==> config.mk <==
export PLATFORM = sky130hd
export DESIGN_NAME = mc_ctrl
export DESIGN_NICKNAME = d
export VERILOG_FILES = /design/src/rtl/mc_ctrl.sv
export SDC_FILE = /design/constraint.sdc
export NUM_CORES = 1
export LEC_CHECK = 0
export CAP_MARGIN = 25
export CORE_MARGIN = 2
export CORE_UTILIZATION = 36
export DETAILED_ROUTE_END_ITERATION = 12
export GPL_TIMING_DRIVEN = 0
export PLACE_DENSITY = 0.75
export SLEW_MARGIN = 15
export SYNTH_ARGS = -nofsm -noshare
export SYNTH_HDL_FRONTEND = slang
export SYNTH_SLANG_ARGS = --single-unit
==> constraint.sdc <==
create_clock -name clk -period 1.24 [get_ports clk]
set_input_delay 0.186 -clock clk [delete_from_list [all_inputs] [get_ports clk]]
set_output_delay 0.186 -clock clk [all_outputs]
set_load 0.01 [all_outputs]
==> src/rtl/mc_ctrl.sv <==
// Multi-cycle MIPS control FSM.
// Sequences fetch/decode/execute/memory/writeback around a shared memory.
module mc_ctrl #(
  parameter logic [5:0] OP_RTYPE = 6'b000000,
  parameter logic [5:0] OP_ORI   = 6'b001101,
  parameter logic [5:0] OP_LW    = 6'b100011,
  parameter logic [5:0] OP_SW    = 6'b101011,
  parameter logic [5:0] OP_BEQ   = 6'b000100,
  parameter logic [5:0] OP_J     = 6'b000010
) (
  input  logic       clk,
  input  logic       rst_n,
  input  logic [5:0] op,
  input  logic [5:0] funct,
  input  logic       Zero,
  input  logic       mem_ready,
  output logic [2:0] ALUctr,
  output logic       ALUSrcA,
  output logic [1:0] ALUSrcB,
  output logic       ExtOp,
  output logic       PCWr,
  output logic [1:0] PCSrc,
  output logic       IRWr,
  output logic       MemRd,
  output logic       IorD,
  output logic       MemWr,
  output logic       RegWr,
  output logic       RegDst,
  output logic       MemtoReg,
  output logic       illegal,
  output logic [3:0] state
);

  typedef enum logic [3:0] {
    S_IDLE   = 4'd0,
    S_FETCH  = 4'd1,
    S_DECODE = 4'd2,
    S_EXE    = 4'd3,
    S_MEM_RD = 4'd4,
    S_MEM_WR = 4'd5,
    S_WB_ALU = 4'd6,
    S_WB_MEM = 4'd7,
    S_BRANCH = 4'd8,
    S_JUMP   = 4'd9,
    S_TRAP   = 4'd15
  } state_t;

  state_t     r_state;
  state_t     w_dec_next;
  logic       r_rtype;
  logic       r_ori;
  logic       r_lw;
  logic [1:0] r_alu;

  logic w_is_r;
  logic w_is_ori;
  logic w_is_lw;
  logic w_is_sw;
  logic w_is_beq;
  logic w_is_j;
  logic w_funct_ok;

  assign w_is_r     = (op == OP_RTYPE);
  assign w_is_ori   = (op == OP_ORI);
  assign w_is_lw    = (op == OP_LW);
  assign w_is_sw    = (op == OP_SW);
  assign w_is_beq   = (op == OP_BEQ);
  assign w_is_j     = (op == OP_J);
  // add/addu/sub/subu are 1000xx
  assign w_funct_ok = (funct[5:2] == 4'b1000);

  always_comb begin
    w_dec_next = S_TRAP;
    unique case (1'b1)
      w_is_r:   w_dec_next = w_funct_ok ? S_EXE : S_TRAP;
      w_is_ori: w_dec_next = S_EXE;
      w_is_lw:  w_dec_next = S_EXE;
      w_is_sw:  w_dec_next = S_EXE;
      w_is_beq: w_dec_next = S_BRANCH;
      w_is_j:   w_dec_next = S_JUMP;
      default:  w_dec_next = S_TRAP;
    endcase
  end

  always_ff @(posedge clk or negedge rst_n) begin
    if (!rst_n) begin
      r_state <= S_IDLE;
      r_rtype <= 1'b0;
      r_ori   <= 1'b0;
      r_lw    <= 1'b0;
      r_alu   <= 2'b00;
    end else begin
      unique case (r_state)
        S_IDLE:   r_state <= S_FETCH;
        S_FETCH:  if (mem_ready) r_state <= S_DECODE;
        S_DECODE: begin
          r_rtype <= w_is_r;
          r_ori   <= w_is_ori;
          r_lw    <= w_is_lw;
          r_alu   <= funct[1:0];
          r_state <= w_dec_next;
        end
        S_EXE: begin
          if (r_rtype || r_ori) r_state <= S_WB_ALU;
          else if (r_lw)        r_state <= S_MEM_RD;
          else                  r_state <= S_MEM_WR;
        end
        S_MEM_RD: if (mem_ready) r_state <= S_WB_MEM;
        S_MEM_WR: if (mem_ready) r_state <= S_FETCH;
        S_WB_ALU: r_state <= S_FETCH;
        S_WB_MEM: r_state <= S_FETCH;
        S_BRANCH: r_state <= S_FETCH;
        S_JUMP:   r_state <= S_FETCH;
        S_TRAP:   r_state <= S_TRAP;
        default:  r_state <= S_IDLE;
      endcase
    end
  end

  // Strobes decode straight from state so reset kills them immediately
  always_comb begin
    ALUctr   = 3'b001;
    ALUSrcA  = 1'b0;
    ALUSrcB  = 2'b00;
    ExtOp    = 1'b1;
    PCWr     = 1'b0;
    PCSrc    = 2'b00;
    IRWr     = 1'b0;
    MemRd    = 1'b0;
    IorD     = 1'b0;
    MemWr    = 1'b0;
    RegWr    = 1'b0;
    RegDst   = 1'b0;
    MemtoReg = 1'b0;
    unique case (r_state)
      S_FETCH: begin
        MemRd   = 1'b1;
        ALUSrcB = 2'b01;
        IRWr    = mem_ready;
        PCWr    = mem_ready;
      end
      S_DECODE: ALUSrcB = 2'b11;
      S_EXE: begin
        ALUSrcA = 1'b1;
        if (r_rtype) begin
          ALUSrcB = 2'b00;
          ALUctr  = {1'b0, r_alu};
        end else if (r_ori) begin
          ALUSrcB = 2'b10;
          ExtOp   = 1'b0;
          ALUctr  = 3'b100;
        end else begin
          ALUSrcB = 2'b10;
        end
      end
      S_MEM_RD: begin
        MemRd = 1'b1;
        IorD  = 1'b1;
      end
      S_MEM_WR: begin
        MemWr = 1'b1;
        IorD  = 1'b1;
      end
      S_WB_ALU: begin
        RegWr  = 1'b1;
        RegDst = r_rtype;
      end
      S_WB_MEM: begin
        RegWr    = 1'b1;
        MemtoReg = 1'b1;
      end
      S_BRANCH: begin
        ALUSrcA = 1'b1;
        ALUctr  = 3'b011;
        PCSrc   = 2'b01;
        PCWr    = Zero;
      end
      S_JUMP: begin
        PCSrc = 2'b10;
        PCWr  = 1'b1;
      end
      default: ;
    endcase
  end

  assign illegal = (r_state == S_TRAP);
  assign state   = r_state;

endmodule

### Yosys cells after proc, flatten, opt, wreduce, memory -nomap -nowiden

Index checks and enable logic that the tools add are counted.
W data, S select, Z words.

* word-level logic and storage cells: 60
* output and inout port bits: 22
* flip-flop bits (word level): 9
* input bits: 16

* muxes and demuxes: 26
* equality and inequality tests: 19
* reductions and logical operators: 10

Operators with widths (number)
* $pmux W4 S7: 1
* $eq A4 B3 Y1 const B: 4
* $eq A4 B4 Y1 const B: 4
* $mux W4: 4
* $pmux W4 S4: 1
* $eq A6 B6 Y1 const B: 2
* $mux W1: 12
* $eq A4 B2 Y1 const B: 2
* $reduce_or A2 Y1: 4
* $eq A6 B2 Y1 const B: 1
* $eq A6 B3 Y1 const B: 1
* $eq A6 B4 Y1 const B: 1
* $logic_not A6 Y1: 1
* $mux W3: 2
* $ne A2 B2 Y1 const B: 3
* $pmux W2 S3: 1
* $pmux W3 S2: 1
* $reduce_or A5 Y1: 1
* $eq A4 B1 Y1 const B: 1
* $logic_not A4 Y1: 1
* $mux W2: 2
* $pmux W2 S2: 1
* $pmux W1 S3: 1
* $reduce_and A3 Y1: 1
* 2 further kinds: 2

### Depth between registers and ports, before layout

Gate-level depths: netlist of run 1.

* depth in word-level cells: 4
* gate-level depth with buffers: 5
* gate-level depth less buffers: 4

### Least setup slack after synthesis of run 1

OpenSTA, ideal clock, no wires.

* path kind: register to output
* start point: register r_state[0] (netlist: state[0])
* end point: output port ALUctr[1]
* required time: 1.054 ns
* path buffers: 2
* setup slack: -0.227 ns
* stages on the path, launching flop included: 5
* data arrival time: 1.281 ns
* cell sequence: dfrtp_1 buf_2 clkbuf_1 nand2_1 o21ai_0

* cells in the longest elaborated chain, start to end: 2
* elaborated cells between the ends (all ways): 3
* those cells by class: eq/ne: 2; mux: 1

Ends and longest elaborated chain
* start: declaration: RTL line 48 `state_t r_state;`
* start signal: assignment: RTL line 101 `r_state <= w_dec_next;`
* $eq A4 B4 Y1 / $eq A4 B2 Y1 (equally long branches): RTL line 135 `unique case (r_state)`
* $pmux W3 S2 (*): RTL line 135
* end: declaration: RTL line 17 `output logic [2:0] ALUctr,`

Every way passes the cells marked *; elsewhere a longest branch is shown, timed or not.

### Worst setup path after layout of run 1

* start point: register r_state[0] (netlist: state[0])
* end point: output port PCWr

* cells in the longest elaborated chain, start to end: 2
* elaborated cells between the ends (all ways): 4
* those cells by class: eq/ne: 3; mux: 1

Ends and longest elaborated chain
* $eq A4 B4 Y1 / $eq A4 B1 Y1 (equally long branches): RTL line 135
* $pmux W1 S3 (*): RTL line 135
* end: declaration: RTL line 21 `output logic PCWr,`

Marks and branches as above.

==> results of run 1 <==
Yosys cell counts, types with 2 or more instances:
cell / n
a21oi_1: 3
a311oi_1: 2
and2_1: 4
and3_1: 4
buf_2: 4
clkbuf_1: 2
dfrtp_1: 9
inv_1: 4
mux2_2: 2
nand2_1: 13
nand2b_1: 3
nand3_1: 4
nor2_1: 7
nor2b_1: 7
nor3_1: 2
o211ai_1: 2
o21ai_0: 3
o21ai_1: 2
o31ai_1: 2
xnor2_1: 2
cells by family after synthesis:
| family | after synthesis |
|---|---|
| flip-flops | 9 |
| XOR/XNOR | 3 |
| buffers and inverters | 10 |
| multiplexers | 2 |
| AND/OR/NAND/NOR | 51 |
| AO/OA/AOI/OAI | 27 |
through the flow:
stage,setup TNS [ps],worst slack [ps],utilization,cells
2_1_floorplan,-540,-97.1,-,102
3_3_place_gp,-11510,-578,0.585,167
3_5_place_dp,-12320,-650,0.585,167
4_1_cts,-7110,-404,0.741,196
5_1_grt,-9250,-497,0.818,204
6_report,-7810,-443,0.818,204
final cells by class:
| type | instances | area [um^2] | share of cell area |
|---|---|---|---|
| buffer | 6 | 85.1 | 0.0484 |
| multi-input combinational | 83 | 772 | 0.439 |
| clock buffer | 4 | 26.3 | 0.0150 |
| tap | 28 | 35.0 | 0.0199 |
| inverter | 4 | 20.0 | 0.0114 |
| sequential | 9 | 229 | 0.130 |
| timing repair buffer | 70 | 589 | 0.335 |
critical path: cells and delay by family (launching register included):
family / cells / cell delay (ps)
buffers and inverters: 2 / 280
AND/OR/NAND/NOR: 2 / 260
flip-flops: 1 / 420
AO/OA/AOI/OAI: 1 / 260
routing by layer:
layer  share of wire  routed length, um  GRT usage
met1            0.37               1340      0.276
met3           0.068                246     0.0585
met2            0.53               1920      0.489
met5               0                  0          0
met4           0.026                 92      0.117
final timing paths:
check | slack, ps | from | endpoint | depth (start not counted)
worst max-delay path | -440 | state[0] | PCWr | 5
worst min-delay path | 200 | rst_n | state[0] | 1
worst max register to register | -320 | state[2] | r_alu[0] | 6
worst min register to register | 510 | r_alu[0] | r_alu[0] | 1
max in group asynchronous | 740 | rst_n | state[1] | 1
min in group clk | 430 | op[3] | r_lw | 2
report_power, final:
| part | internal, mW | total, mW | switching, mW | leakage [nW] |
|---|---|---|---|---|
| clock | 0.124 | 0.229 | 0.105 | 0.0150 |
| sequential | 0.434 | 0.623 | 0.189 | 0.108 |
| combinational | 1.70 | 3.12 | 1.42 | 0.707 |
registers in the layout, indices dropped and copies added (netlist names):
register,flops
r_rtype,1
r_alu,2
state,4
r_ori,1
r_lw,1
repair_timing:
action / in CTS / in global routing
buffers inserted: 25 / 10
pin swaps: 22 / 16
endpoints found under the hold margin: 0 / 0
gates resized for setup: 136 / 31
endpoints found under the setup margin: 31 / 28
cloned: 1 / 0
==> flow_summary.json, run 1 <==
{
  "cts_tree": "built",
  "crit_type": "flip-flop to output port",
  "grt_usage": 0.262,
  "yosysUniqueCellTypes": 41,
  "final.setup.worst_slack_ps": -443,
  "worstPathRequired_ps": 1050,
  "clock_skew_ps": 9.68,
  "yosys.area_share.simple": 0.363,
  "yosysTopAreaCellShare": 0.281,
  "std_cell_rows": 17,
  "synth_seq_cells": 9,
  "root_buffer": "clkbuf_4",
  "critPathLaunchType": "flip-flop",
  "clk_pin_slew_worst_paths_ps": 60,
  "overflow": 0,
  "drtIter0Drc": 29,
  "grt_pass1_vias": 1113,
  "vias": 1139,
  "synth_enable_flop_cells": 0,
  "cp_max_fo": 3,
  "yosysSeqAreaShare": 0.281,
  "antenna_cells": 0,
  "max_freq_mhz": 594,
  "avgRoutedWirePerCell_um": 17.6,
  "dpl.hpwl_um": 1860,
  "synthMuxAreaShare": 0.0281,
  "io_buffers": 37,
  "mostFrequentLayoutCell": "buf_4",
  "grt_pass1_wl_um": 5020,
  "critPathMaxStageDelay_ps": 420,
  "fin_crit_sh": 1.36,
  "areaGrowthSynthToFinish_pct": 119,
  "grt_max_degree": 11,
  "finalCriticalPeriod_ps": 1680,
  "cts_buffers": 3,
  "rsz0062_at_grt": "yes",
  "worst_pin_slew_ps": 423,
  "place.gp.congestion": 0.819,
  "arrival_ps": 1500,
  "synth_cells": 102,
  "drc_errors": 0,
  "synth.top_cells.by_area": "dfrtp_1 28%, nand2_1 6.1%, nor2b_1 5.5%, nor2_1 3.3%, and2_1 3.1%",
  "layout-drive-gt1-share": 0.602,
  "synthXorXnorAreaFrac": 0.0328,
  "setup_violations": 27,
  "synthFlopType": "dfrtp_1",
  "total_power_mw": 3.97,
  "cp_cell_sequence": "buf_6, nor2b_4, and3_4, a211o_1, buf_2",
  "final_cell_mix": "20 x buf_4, 19 x buf_6, 14 x buf_2",
  "synth_fp_nets": 118,
  "clock_sinks": 9,
  "nFillCells": 133,
  "post-route-cell-area_mm2": 0.00176,
  "violations": "setup timing",
  "dieWidth_um": 51.2,
  "die_area_mm2": 0.00262,
  "nets": 193,
  "cp-end-kind": "output port",
  "start_util": 0.373,
  "p_per_area_mw_per_mm2": 2260,
  "synth-compound-area-share": 0.242,
  "cts.htree.levels": 1,
  "routed_wirelength_um": 3600,
  "relSlewSlack": 0.716,
  "core-area_mm2": 0.00215,
  "pin_count": 38,
  "ant_nets": 0,
  "vdd_drop_max_v": 0.00168,
  "antenna_found_initial": 0,
  "async_flop_share": 1.00,
  "status": "complete, but fails checks",
  "synth_top_family_by_area": "simple AND/OR/NAND/NOR gates",
  "placed_area_mm2": 0.00126,
  "vias_per_cell": 5.58,
  "whs_ps": 202,
  "cap_viol_max_count": 0,
  "hp-class": "input pin to async pin",
  "synthAdderAreaFrac": 0,
  "synth.avg_cell_area_um2": 7.85,
  "slew_violations": 0,
  "clock_path_buffers": 2,
  "netlist.top_cell.by_area": "dfrtp_1",
  "insertion_delay_ps": 270,
  "drt-pass1-iter-count": 4,
  "timing.critical_path.slowest_stage_cell": "dfrtp_1",
  "netlist_area_um2": 801,
  "cts_hold_buffers": 0,
  "die_y_um": 51.2,
  "leakagePower_nw": 0.830,
  "finalHoldViolCount": 0,
  "yosysWarnings": 0
}
Note: power is estimated with default switching activity, not from simulation.
==> inputs of run 2 (changes only) <==
Settings changed: CTS_CLUSTER_DIAMETER from default to 100.
==> results of run 2 <==
Final layout, timing and power as in run 1 (identical DEF).
==> inputs of run 3 (changes only) <==
Settings changed: ABC_AREA from default to 1, CORE_UTILIZATION 36 to 35, PLACE_DENSITY 0.75 to 0.74, RECOVER_POWER from default to 25.
==> run 3 against run 2 <==
  * The flow still finishes with violations (setup timing)
  * Wire length increased by 14%
  * Critical endpoint is now ALUSrcB[1]
  * Clock power increased by 9.2%
  * Sequential power decreased by 4.8%
  * Worst hold slack improved by 84 ps
  * Largest power group unchanged
==> flow_summary.json, run 3 <==
{
  "areaGrowthSynthToFinish_pct": 126,
  "routed_wirelength_um": 4090,
  "vias": 1232,
  "relSlewSlack": 0.711,
  "synth_seq_cells": 9,
  "root_buffer": "clkbuf_4",
  "layout-drive-gt1-share": 0.603,
  "cap_viol_max_count": 0,
  "ff2ff_setup_slack_ps": -410,
  "die_y_um": 50.4,
  "placed_area_mm2": 0.00120,
  "yosysWarnings": 0,
  "cts_buffers": 3,
  "grt_util_met2": 0.465,
  "leakagePower_nw": 0.866,
  "rr_worst_depth": 9,
  "synth.avg_cell_area_um2": 6.44,
  "final.setup.worst_slack_ps": -537,
  "r2r_end": "r_alu[1]",
  "antenna_found_initial": 0,
  "critPathMaxStageDelay_ps": 470,
  "total_power_mw": 4.20,
  "dp_slack_ps": -748,
  "synth.top_cells.by_area": "dfrtp_1 30%, nand2_1 15%, nor2_1 9.5%, inv_1 6.0%, nand3_1 4.7%",
  "regArea_um2": 231,
  "yosysUniqueCellTypes": 23,
  "grt_max_degree": 10,
  "stdcell_count": 221,
  "async_flop_share": 1.00,
  "mostFrequentLayoutCell": "nand2_1",
  "yosysTopAreaCellShare": 0.299,
  "p_per_area_mw_per_mm2": 2470,
  "finalHoldViolCount": 0,
  "cts_tree": "built",
  "yosysSeqAreaShare": 0.299,
  "synthMostInstantiatedCell": "nand2_1",
  "drtIter0Drc": 65,
  "final_cell_mix": "22 x nand2_1, 21 x buf_6, 18 x buf_4",
  "status": "complete, but fails checks",
  "netlist_area_um2": 753,
  "worst_pin_slew_ps": 432,
  "cp_cell_sequence": "nor2_4, inv_2, nor3_4, inv_2, buf_8, o21ai_2, buf_2",
  "cp_max_fo": 4,
  "clock_sinks": 9,
  "place.gp.congestion": 0.893,
  "io_buffers": 37,
  "worstPathRequired_ps": 1050,
  "vdd_drop_max_v": 0.00158,
  "overflow": 0,
  "r2r-start": "state[3]",
  "core-area_mm2": 0.00200,
  "drt-pass1-iter-count": 4,
  "pin_count": 38,
  "placed_cells": 181,
  "avgRoutedWirePerCell_um": 18.5,
  "post-route-cell-area_mm2": 0.00171,
  "std_cell_rows": 16,
  "max_freq_mhz": 563,
  "setup_violations": 28,
  "cp-end-kind": "output port",
  "clock_path_buffers": 2,
  "synth_enable_flop_cells": 0,
  "ant_nets": 0,
  "ys_top_cells_by_count": "30 x nand2_1, 19 x nor2_1, 12 x inv_1",
  "antenna_cells": 0,
  "cts.htree.levels": 1,
  "timing.critical_path.slowest_stage_cell": "dfrtp_2",
  "slew_violations": 0,
  "synth_fp_nets": 133,
  "vias_per_cell": 5.57,
  "multi_input_area_um2": 671,
  "drc_errors": 0,
  "synth_cells": 117,
  "netlist.top_cell.by_area": "dfrtp_1",
  "insertion_delay_ps": 270,
  "largest_reg_flops": 4,
  "grt_pass1_vias": 1071,
  "hp-class": "input pin to async pin",
  "dpl.hpwl_um": 1580,
  "clk_pin_slew_worst_paths_ps": 70,
  "finalCriticalPeriod_ps": 1780,
  "critPathLaunchType": "flip-flop",
  "fin_crit_sh": 1.43,
  "grt_usage": 0.261,
  "grt_use_met1": 0.301,
  "clock_skew_ps": 2.96,
  "die_area_mm2": 0.00254,
  "nets": 211,
  "rsz0062_at_grt": "yes",
  "arrival_ps": 1590,
  "synthFlopType": "dfrtp_1",
  "timing.critical_path.mode_cell": "inv_2",
  "grt_pass1_wl_um": 4980,
  "start_util": 0.376,
  "cts_hold_buffers": 0,
  "final_util": 0.852,
  "violations": "setup timing",
  "crit_type": "flip-flop to output port",
  "met3_usage": 0.0417,
  "busiest_layer": "met2",
  "dieWidth_um": 50.4,
  "nFillCells": 95
}
## run 3: changes by cell type after synthesis, sizes merged, moves of 5 or more
cell and delta:
inv +14, nor2b -7, nor2 +14, nand2 +21, nor3 +5
## run 3: worst max path at each step
stage                 endpoint  startpoint  cells past startpoint  slack, ps
global placement    ALUSrcB[1]    state[2]                      7       -740
finish              ALUSrcB[1]    state[3]                      7       -540
global route        ALUSrcB[1]    state[3]                      7       -600
detailed placement  ALUSrcB[1]    state[2]                      7       -750
floorplan           ALUSrcB[1]    state[2]                      6       -120
CTS                 ALUSrcB[1]    state[3]                      7       -400
## run 3: power by group
group          switching, mW  internal, mW  total, mW  leakage [nW]
logic                   1.76          1.60       3.36         0.741
registers              0.176         0.418      0.593         0.110
clock network          0.125         0.125      0.250        0.0150
total                   2.06          2.14       4.20         0.866
## run 3: final cells by class
| type | instances | area share |
|---|---|---|
| inverter | 19 | 0.0455 |
| tap | 27 | 0.0198 |
| sequential | 9 | 0.136 |
| multi-input combinational | 88 | 0.393 |
| buffer | 1 | 0.00880 |
| timing repair buffer | 73 | 0.382 |
| clock buffer | 4 | 0.0154 |
## run 3: metal layers
| metal | wire (um) | vias to the layer above |
|---|---|---|
| li1 | - | 525 |
| met3 | 371 | 22 |
| met4 | 170 | 0 |
| met2 | 2000 | 106 |
| met1 | 1550 | 579 |
| met5 | 0 | - |
## run 3: logic make-up after synthesis
kind of cell	Yosys count	share of synthesized area
compound gates	14	0.120
flops	9	0.299
buf+inv	20	0.110
simple gates	74	0.472
## run 3: through the flow
stage	TNS, ps	hold slack, ps
floorplan	-885	-110
global placement	-10560	452
detailed placement	-11020	457
CTS	-6450	232
global route	-10870	311
finish	-9690	287
## run 3: repair_timing
item | in CTS | in global routing
setup endpoints to repair | 31 | 29
gates cloned | 0 | 0
pin swaps | 14 | 12
resized for setup | 128 | 35
setup buffers | 26 | 11
## run 3: critical path: cells and delay by family (launching register included)
kind | cells | cell delay [ps]
buf+inv | 4 | 430
simple gates | 2 | 370
flops | 1 | 470
compound gates | 1 | 50
